`config.mk`:
```
export PLATFORM = sky130hd
export DESIGN_NAME = imem_loader_flat
export DESIGN_NICKNAME = d
export VERILOG_FILES = /design/src/rtl/imem_loader_if.sv /design/src/rtl/imem_loader.sv /design/src/flat_wrapper.sv
export SDC_FILE = /design/constraint.sdc
export NUM_CORES = 1
export LEC_CHECK = 0
export ABC_AREA = 1
export CAP_MARGIN = 20
export CORE_ASPECT_RATIO = 0.75
export CORE_MARGIN = 3
export CORE_UTILIZATION = 50
export CTS_BUF_LIST = sky130_fd_sc_hd__clkbuf_16
export DETAILED_ROUTE_END_ITERATION = 8
export PLACE_DENSITY = 0.72
export SLEW_MARGIN = 0
export SYNTH_ARGS = -nofsm -noshare
export SYNTH_HDL_FRONTEND = slang
export SYNTH_SLANG_ARGS = --single-unit
export TNS_END_PERCENT = 30
```
`constraint.sdc`:
```
create_clock -name clk -period 1.8 [get_ports clk]
set_input_delay 0.18 -clock clk [delete_from_list [all_inputs] [get_ports clk]]
set_output_delay 0.18 -clock clk [all_outputs]
set_load 0.01 [all_outputs]
```
`src/rtl/imem_loader_if.sv`:
```
// Byte-stream input, instruction-memory write port and loader status, bundled for imem_loader.
interface imem_loader_if #(
    parameter int unsigned AddrW = 8
) ();
    logic             start;
    logic             in_valid;
    logic [7:0]       in_data;
    logic             in_ready;
    logic             wr_en;
    logic [AddrW-1:0] wr_addr;
    logic [31:0]      wr_data;
    logic             cpu_hold;
    logic             busy;
    logic             done;
    logic             err;
    logic [1:0]       err_code;

    // Loader side.
    modport slave (
        input  start, in_valid, in_data,
        output in_ready, wr_en, wr_addr, wr_data, cpu_hold, busy, done, err, err_code
    );

    // Host / stream source side.
    modport master (
        output start, in_valid, in_data,
        input  in_ready, wr_en, wr_addr, wr_data, cpu_hold, busy, done, err, err_code
    );
endinterface

```
`src/rtl/imem_loader.sv`:
```
// Instruction-memory loader: receives a length-prefixed, XOR-checksummed byte stream, packs
// little-endian 32-bit words and writes them from word address 0, holding the CPU until done.
module imem_loader #(
    parameter int unsigned Depth   = 256,
    parameter int unsigned AddrW   = 8,
    parameter int unsigned Timeout = 1024
) (
    input  logic           clk,
    input  logic           rst_n,
    imem_loader_if.slave   bus
);
    localparam int unsigned TmoW = $clog2(Timeout + 1);
    localparam int unsigned IdxW = AddrW + 1;

    typedef enum logic [2:0] {
        StIdle, StLen, StData, StWrite, StChk, StDone, StErr
    } state_e;

    state_e           state_q, state_d;
    logic [1:0]       byte_cnt_q, byte_cnt_d;
    logic [15:0]      len_q, len_d;
    logic [IdxW-1:0]  word_idx_q, word_idx_d;
    logic [7:0]       xor_q, xor_d;
    logic [23:0]      sh_q, sh_d;
    logic [AddrW-1:0] wr_addr_q, wr_addr_d;
    logic [31:0]      wr_data_q, wr_data_d;
    logic [1:0]       err_code_q, err_code_d;
    logic [TmoW-1:0]  tmo_q, tmo_d;

    logic             in_ready;
    logic             xfer;
    logic             active;
    logic [15:0]      len_new;
    logic [IdxW-1:0]  idx_inc;

    assign in_ready = (state_q == StLen) || (state_q == StData) || (state_q == StChk);
    assign active   = in_ready;
    assign xfer     = bus.in_valid & in_ready;
    assign len_new  = {bus.in_data, len_q[7:0]};
    assign idx_inc  = word_idx_q + 1'b1;

    // State and datapath registers.
    always_ff @(posedge clk or negedge rst_n) begin
        if (!rst_n) begin
            state_q    <= StIdle;
            byte_cnt_q <= '0;
            len_q      <= '0;
            word_idx_q <= '0;
            xor_q      <= '0;
            sh_q       <= '0;
            wr_addr_q  <= '0;
            wr_data_q  <= '0;
            err_code_q <= '0;
            tmo_q      <= '0;
        end else begin
            state_q    <= state_d;
            byte_cnt_q <= byte_cnt_d;
            len_q      <= len_d;
            word_idx_q <= word_idx_d;
            xor_q      <= xor_d;
            sh_q       <= sh_d;
            wr_addr_q  <= wr_addr_d;
            wr_data_q  <= wr_data_d;
            err_code_q <= err_code_d;
            tmo_q      <= tmo_d;
        end
    end

    // Next-state: frame parsing, word packing, checksum and inactivity timeout.
    always_comb begin
        state_d    = state_q;
        byte_cnt_d = byte_cnt_q;
        len_d      = len_q;
        word_idx_d = word_idx_q;
        xor_d      = xor_q;
        sh_d       = sh_q;
        wr_addr_d  = wr_addr_q;
        wr_data_d  = wr_data_q;
        err_code_d = err_code_q;
        tmo_d      = '0;

        unique case (state_q)
            StIdle, StDone, StErr: begin
                if (bus.start) begin
                    state_d    = StLen;
                    byte_cnt_d = '0;
                    word_idx_d = '0;
                    xor_d      = '0;
                    err_code_d = 2'b00;
                end
            end
            StLen: begin
                if (xfer) begin
                    if (!byte_cnt_q[0]) begin
                        len_d[7:0] = bus.in_data;
                        byte_cnt_d = 2'd1;
                    end else begin
                        len_d      = len_new;
                        byte_cnt_d = '0;
                        if ({1'b0, len_new} > 17'(Depth)) begin
                            state_d    = StErr;
                            err_code_d = 2'b01;
                        end else if (len_new == 16'd0) begin
                            state_d = StChk;
                        end else begin
                            state_d = StData;
                        end
                    end
                end
            end
            StData: begin
                if (xfer) begin
                    xor_d      = xor_q ^ bus.in_data;
                    sh_d       = {bus.in_data, sh_q[23:8]};
                    byte_cnt_d = byte_cnt_q + 2'd1;
                    if (byte_cnt_q == 2'd3) begin
                        wr_data_d = {bus.in_data, sh_q};
                        wr_addr_d = word_idx_q[AddrW-1:0];
                        state_d   = StWrite;
                    end
                end
            end
            StWrite: begin
                word_idx_d = idx_inc;
                state_d    = (16'(idx_inc) == len_q) ? StChk : StData;
            end
            StChk: begin
                if (xfer) begin
                    if (bus.in_data == xor_q) begin
                        state_d = StDone;
                    end else begin
                        state_d    = StErr;
                        err_code_d = 2'b10;
                    end
                end
            end
            default: state_d = StIdle;
        endcase

        // Count idle cycles only while waiting for a byte; any transfer or state change clears.
        if (active && !xfer && (state_d == state_q)) begin
            if (tmo_q == TmoW'(Timeout - 1)) begin
                state_d    = StErr;
                err_code_d = 2'b11;
            end else begin
                tmo_d = tmo_q + 1'b1;
            end
        end
    end

    // Outputs decoded from state; write port driven from registers so it holds between writes.
    always_comb begin
        bus.in_ready = in_ready;
        bus.wr_en    = (state_q == StWrite);
        bus.wr_addr  = wr_addr_q;
        bus.wr_data  = wr_data_q;
        bus.cpu_hold = (state_q != StDone);
        bus.busy     = (state_q == StLen) || (state_q == StData) ||
                       (state_q == StWrite) || (state_q == StChk);
        bus.done     = (state_q == StDone);
        bus.err      = (state_q == StErr);
        bus.err_code = err_code_q;
    end
endmodule

```
`src/flat_wrapper.sv`:
```
// flat-port wrapper written by rule: the top's interface ports become plain ports
module imem_loader_flat 
#(
    parameter int unsigned Depth   = 256,
    parameter int unsigned AddrW   = 8,
    parameter int unsigned Timeout = 1024
)
  (clk, rst_n, bus_start, bus_in_valid, bus_in_data, bus_in_ready, bus_wr_en, bus_wr_addr, bus_wr_data, bus_cpu_hold, bus_busy, bus_done, bus_err, bus_err_code);
  imem_loader_if #(.AddrW(AddrW)) bus_i ();
  input  logic clk;
  input  logic rst_n;
  input wire logic [$bits(bus_i.start)-1:0] bus_start;
  input wire logic [$bits(bus_i.in_valid)-1:0] bus_in_valid;
  input wire logic [$bits(bus_i.in_data)-1:0] bus_in_data;
  output wire logic [$bits(bus_i.in_ready)-1:0] bus_in_ready;
  output wire logic [$bits(bus_i.wr_en)-1:0] bus_wr_en;
  output wire logic [$bits(bus_i.wr_addr)-1:0] bus_wr_addr;
  output wire logic [$bits(bus_i.wr_data)-1:0] bus_wr_data;
  output wire logic [$bits(bus_i.cpu_hold)-1:0] bus_cpu_hold;
  output wire logic [$bits(bus_i.busy)-1:0] bus_busy;
  output wire logic [$bits(bus_i.done)-1:0] bus_done;
  output wire logic [$bits(bus_i.err)-1:0] bus_err;
  output wire logic [$bits(bus_i.err_code)-1:0] bus_err_code;
  assign bus_i.start = bus_start;
  assign bus_i.in_valid = bus_in_valid;
  assign bus_i.in_data = bus_in_data;
  assign bus_in_ready = bus_i.in_ready;
  assign bus_wr_en = bus_i.wr_en;
  assign bus_wr_addr = bus_i.wr_addr;
  assign bus_wr_data = bus_i.wr_data;
  assign bus_cpu_hold = bus_i.cpu_hold;
  assign bus_busy = bus_i.busy;
  assign bus_done = bus_i.done;
  assign bus_err = bus_i.err;
  assign bus_err_code = bus_i.err_code;
  imem_loader #(.Depth(Depth), .AddrW(AddrW), .Timeout(Timeout)) u_core (.clk(clk), .rst_n(rst_n), .bus(bus_i));
endmodule
```
# [After elaboration in Yosys (flattened, before gate mapping)]
# Index checks and enable logic that the tools add are counted.
[totals] regBits=115 inputBits=12 out_inout_bits=48 word_cells=87
[classes] n_addsub=3 n_lt_le_gt_ge=1 n_eq_ne=15 mux=34 n_bitwise=3 n_reduce_logical=20
[ops] operator="3-bit 2-to-1 mux" count=11
[ops] operator="2-bit 2-to-1 mux" count=12
[ops] operator="11-bit 2-to-1 mux" count=2
[ops] operator="9-bit one-hot mux with 2 select lines" count=1
[ops] operator="9-bit by 16-bit equality test with 1-bit output" count=1
[ops] operator="16-bit by 9-bit greater-than comparator with 1-bit output, second input constant" count=1
[ops] operator="16-bit zero test" count=1
[ops] operator="8-bit 2-to-1 mux" count=2
[ops] operator="8-bit one-hot mux with 2 select lines" count=1
[ops] operator="3-bit one-hot mux with 5 select lines" count=1
[ops] operator="2-bit one-hot mux with 3 select lines" count=2
[ops] operator="3-bit AND reduction" count=4
[ops] operator="11-bit by 1-bit adder with 11-bit output, second input constant" count=1
[ops] operator="11-bit by 10-bit equality test with 1-bit output, second input constant" count=1
[ops] operator="9-bit by 1-bit adder with 9-bit output, second input constant" count=1
[ops] operator="3-bit equality test, second input constant" count=3
[ops] operator="9-bit 2-to-1 mux" count=1
[ops] operator="8-bit equality test" count=1
[ops] operator="8-bit XOR" count=1
[ops] operator="3-bit by 2-bit equality test with 1-bit output, second input constant" count=2
[ops] operator="1-bit logical OR" count=4
[ops] operator="2-bit by 1-bit != test with 1-bit output, second input constant" count=2
[ops] operator="2-bit AND reduction" count=2
[ops] operator="4-bit AND reduction" count=1
[ops] operator="other kinds (15)" count=17

# [Depth between registers and ports, before layout]
[logic_depth] ltp_word=9 depth_mapped=12 mapped_depth_nobuf=12

# [Worst setup path before layout]
# No wires, ideal clock.
[synth_path] kind="register to register" startpoint="register u_core.tmo_q[0]" endpoint="register u_core.state_q[0]" setup_time_ns=0.113 t_arrival_ns=1.476 required_ns=1.687 setup_slack_ns=0.210 stages_incl_launch_ff=11 period_less_slack_ns=1.590 path_cell_list="dfrtp_1 -> ha_1 -> nand3_1 -> nor2_1 -> nand3_1 -> nor2_1 -> nand3_1 -> nor2_1 -> nand2_1 -> nand2_1 -> inv_1"
[synth_via] elab_chain_len=3
[synth_rtl] element="start, declared" line_no="imem_loader.sv:28" text="logic [TmoW-1:0] tmo_q, tmo_d;"
[synth_rtl] element="start signal, assigned" line_no="imem_loader.sv:65" text="tmo_q <= tmo_d;"
[synth_rtl] element="11-bit by 10-bit equality test with 1-bit output" line_no="imem_loader.sv:142" text="if (tmo_q == TmoW'(Timeout - 1)) begin"
[synth_rtl] element="3-bit 2-to-1 mux" line_no="imem_loader.sv:142"
[synth_rtl] element="3-bit 2-to-1 mux" line_no="imem_loader.sv:141" text="if (active && !xfer && (state_d == state_q)) begin"
[synth_rtl] element="via u_core.state_d[0]" line_no="imem_loader.sv:19" text="state_e state_q, state_d;"
[synth_rtl] element="end signal, assigned" line_no="imem_loader.sv:45" text="state_q <= StIdle;"
[synth_rtl] element="end signal, assigned" line_no="imem_loader.sv:56" text="state_q <= state_d;"
[synth_rtl] element="end, declared" line_no="imem_loader.sv:19"
# The timed path passes the listed nets, and every way through them passes these cells.
# A chain may end at the register's enable or synchronous reset.

# [Worst setup path after layout]
[layout_path] startpoint="register u_core.state_q[0]" endpoint="output bus_busy"
[layout_via] elab_chain_len=4 elab_cells_between_ends=7 classes_between="eq/ne (4); reduce/logical (3)"
[layout_rtl] element="3-bit by 1-bit equality test with 1-bit output or 3-bit by 2-bit equality test with 1-bit output (tied branches)" line_no="imem_loader.sv:158" text="bus.busy = (state_q == StLen) || (state_q == StData) ||"
[layout_rtl] element="1-bit logical OR (2 in series)" line_no="imem_loader.sv:158"
[layout_rtl] element="1-bit logical OR *" line_no="imem_loader.sv:159" text="(state_q == StWrite) || (state_q == StChk);"
[layout_rtl] element="end, declared" line_no="flat_wrapper.sv:20" text="output wire logic [$bits(bus_i.busy)-1:0] bus_busy;"
# Mark *: on every way between the ends. The rest lies on a longest branch, timed or not.

==> impl_metrics.json <==
{
  "status": "complete, no violations",
  "rsz0062_at_grt": "yes",
  "dp_hpwl_um": 8785,
  "synth_top_cell_by_area": "dfrtp_1",
  "initial_utilization": 0.5282,
  "insertion_delay_ns": 0.41,
  "ioPinCount": 60,
  "p_per_area_nw_per_um2": 1525,
  "crit_path_end_kind": "output port",
  "worst_slew_pin_slew_ns": 0.6062,
  "dr.pass1.iters": 5,
  "setup_viol": 0,
  "finalSetupTns_ns": 0,
  "cp-endpoint": "bus_busy",
  "drt_iter0_drc": 376,
  "fill_cells": 731,
  "cp.depth": 8,
  "synth_flop_cell": "dfrtp_1",
  "avgSynthCellArea_sq_um": 8.506,
  "r2r_setup_slack_ns": 0.06,
  "async_flop_share": 1.000,
  "synth_edf_count": 0,
  "cts_buffers": 17,
  "worstPathRequired_ns": 1.62,
  "synthToLayoutAreaGrowth_pct": 30.80,
  "fin_nets": 724,
  "rows": 31,
  "cts.clk_slew.worst_paths_ns": 0.05,
  "grt_pass1_vias": 4348,
  "worst_slack_ns": 0.06102,
  "netlist_top_cells_area": "dfrtp_1 (55%), nand2_1 (12%), inv_1 (4.8%)",
  "grt_max_degree": 57,
  "max_freq_mhz": 575.1,
  "use_met1": 0.3234,
  "syn_inst": 619,
  "antenna_found_initial": 0,
  "port_buffers": 59,
  "cp_cell_sequence": "inv_4 -> nand2_2 -> nor2_4 -> nor2_4 -> nand2_2 -> inv_2 -> nand2_1 -> clkbuf_2",
  "cp_num_buf_inv": 3,
  "startpoint_type": "flop",
  "synth_seq_area_share": 0.5466,
  "critPathMaxStageDelay_ns": 0.45,
  "period_share": 0.9661,
  "htree_levels": 4,
  "wl_per_cell_um": 15.17,
  "drive_above_1_share": 0.1565,
  "die_y_um": 94.87,
  "p_leak_nw": 3.199,
  "synth_cell_types": 34,
  "r2r-end": "u_core.state_q[0]",
  "synth_most_common_cell": "nand2_1",
  "fin_skew_ns": 0.006070,
  "die_w_um": 124.5,
  "dp_slack_ns": 0.03163,
  "tritoncts": "done",
  "r2r-start": "u_core.state_q[0]",
  "cp_top_family": "flip-flops",
  "vias": 4464,
  "cp_max_fo": 4,
  "synth_top_area_share": 0.5466,
  "path_class": "flop to output port",
  "drcViolationCount": 0,
  "cap_violations": 0,
  "syn-cell-area_sq_um": 5265,
  "place_congestion": 0.9259,
  "antenna_cells": 0,
  "synth_nets": 634,
  "antenna_left": 0,
  "multi_input_area_sq_um": 2087,
  "fin_crit_ns": 1.739,
  "worst_r2r_path_depth": 10,
  "hp-class": "input pin to asynchronous set/reset pin",
  "slew_headroom": 0.5959,
  "drv_slew": 0,
  "seqCellArea_sq_um": 2882,
  "ys_top_cells_by_count": "nand2_1 (173), dfrtp_1 (115), inv_1 (68)",
  "startpoint": "u_core.state_q[0]",
  "core_sq_um": 9968,
  "yosys_warnings": 0,
  "cp.arrival_ns": 1.56,
  "dieArea_sq_um": 11810,
  "viasPerCell": 5.227,
  "grt_pass1_wl_um": 21750,
  "power_mw": 10.50,
  "grt_use_met2": 0.3597,
  "overflow": 0,
  "cts.sinks": 115,
  "crit_slowest_cell": "dfrtp_2",
  "ys_ff_latch": 115,
  "cts_buffer_depth": 2,
  "track_usage": 0.2332,
  "cts_root_buffer": "clkbuf_16",
  "use_met3": 0.07179,
  "busiest_layer": "met2",
  "ir_drop_mv": 1.043,
  "wl_um": 12950,
  "finalHoldViolCount": 0
}
per-layer routing:
layer  share of wire  up-vias
li1                -     2165
met1            0.46     2123
met2            0.46      163
met4           0.011        0
met3           0.069       13
met5               0        -
cell type report:
class                   count  area share
well taps                 132     0.02398
flip-flops and latches    115      0.4184
multi-input cells         408      0.3031
clock inverters            15     0.02525
repair buffers             86      0.1221
clock buffers              17     0.06177
inverters                  81     0.04542
worst reg2reg max path, delay by kind of cell, from the launching register on:
family / cells / cell delay [ns]
and+or+nand+nor: 7 / 0.76
DFF: 1 / 0.45
AOI/OAI and AO/OA: 1 / 0.30
buffers and inverters: 2 / 0.13
cell usage in the layout, fill, tap and decap left out, types with 2 or more instances in the layout:
master           synthesis  routed
nand2_1                173     170
dfrtp_1                115     112
inv_1                   68      70
clkdlybuf4s50_1          0      52
o21ai_1                 50      50
o21ai_0                 46      46
nand3_1                 37      34
nor2_1                  37      30
buf_4                    3      21
clkbuf_16                0      17
nor2_4                   7      11
inv_2                   10      10
nand4_1                  7       7
nand2_2                  3       6
xor2_1                   6       6
o22ai_1                  6       6
nor2_2                   2       5
xnor2_1                  5       5
buf_12                   0       5
nand2_4                  4       4
a21oi_1                  5       4
clkinv_2                 1       4
bufinv_16                0       4
inv_4                    1       3
nand3_2                  0       3
nor3b_1                  3       3
nor3_1                   4       3
clkinv_1                 1       3
dlygate4sd2_1            0       3
dfrtp_2                  0       3
nor3_4                   2       2
o21ai_2                  2       2
clkbuf_2                 0       2
worst min path at each step:
| stage | start | end | slack, ns | cells past startpoint |
|---|---|---|---|---|
| after floorplan | rst_n | u_core.bus.err_code[0] | -0.12 | 0 |
| after global placement | rst_n | u_core.sh_q[13] | 0.23 | 1 |
| after detailed placement | rst_n | u_core.sh_q[13] | 0.23 | 1 |
| after CTS | rst_n | u_core.sh_q[13] | 0.34 | 2 |
| after global routing | rst_n | u_core.bus.wr_data[13] | 0.37 | 2 |
| final | rst_n | u_core.sh_q[13] | 0.33 | 2 |
stage by stage:
| step | hold slack, ns | instance area [sq um] | cells | utilization |
|---|---|---|---|---|
| final | 0.3283 | 6887 | 854 | 0.6909 |
| after global routing | 0.3662 | 6887 | 854 | 0.6909 |
| after CTS | 0.3429 | 6814 | 852 | 0.6836 |
| after detailed placement | 0.2330 | 6177 | 818 | 0.6197 |
| after global placement | 0.2270 | 6177 | 818 | 0.6197 |
| after floorplan | -0.1156 | 5265 | 619 | - |
sequential cells by signal, summed over array words and instances (netlist names):
register	count
u_core.bus.wr_data	32
u_core.sh_q	24
u_core.len_q	16
u_core.tmo_q	11
u_core.word_idx_q	9
u_core.bus.wr_addr	8
u_core.xor_q	8
u_core.state_q	3
u_core.bus.err_code	2
u_core.byte_cnt_q	2
repair_timing:
action / CTS / global route
setup endpoints to repair: 7 / 13
resized for setup: 17 / 25
setup buffers: 1 / 2
pin swaps: 0 / 10
endpoints found under the hold margin: 39 / 0
hold buffers: 1 / 0
cell families after synthesis:
family / synth area share
xor gates and xnor gates: 0.01830
DFF: 0.5466
buffers and inverters: 0.07295
adders and majority gates: 0.007130
AOI/OAI and AO/OA: 0.1093
and+or+nand+nor: 0.2457
power by group:
| part | internal (mW) | switching [mW] |
|---|---|---|
| sequential | 3.29 | 0.501 |
| clock | 2.27 | 1.11 |
| combinational | 1.26 | 2.08 |
(Power assumes the default switching activity.)
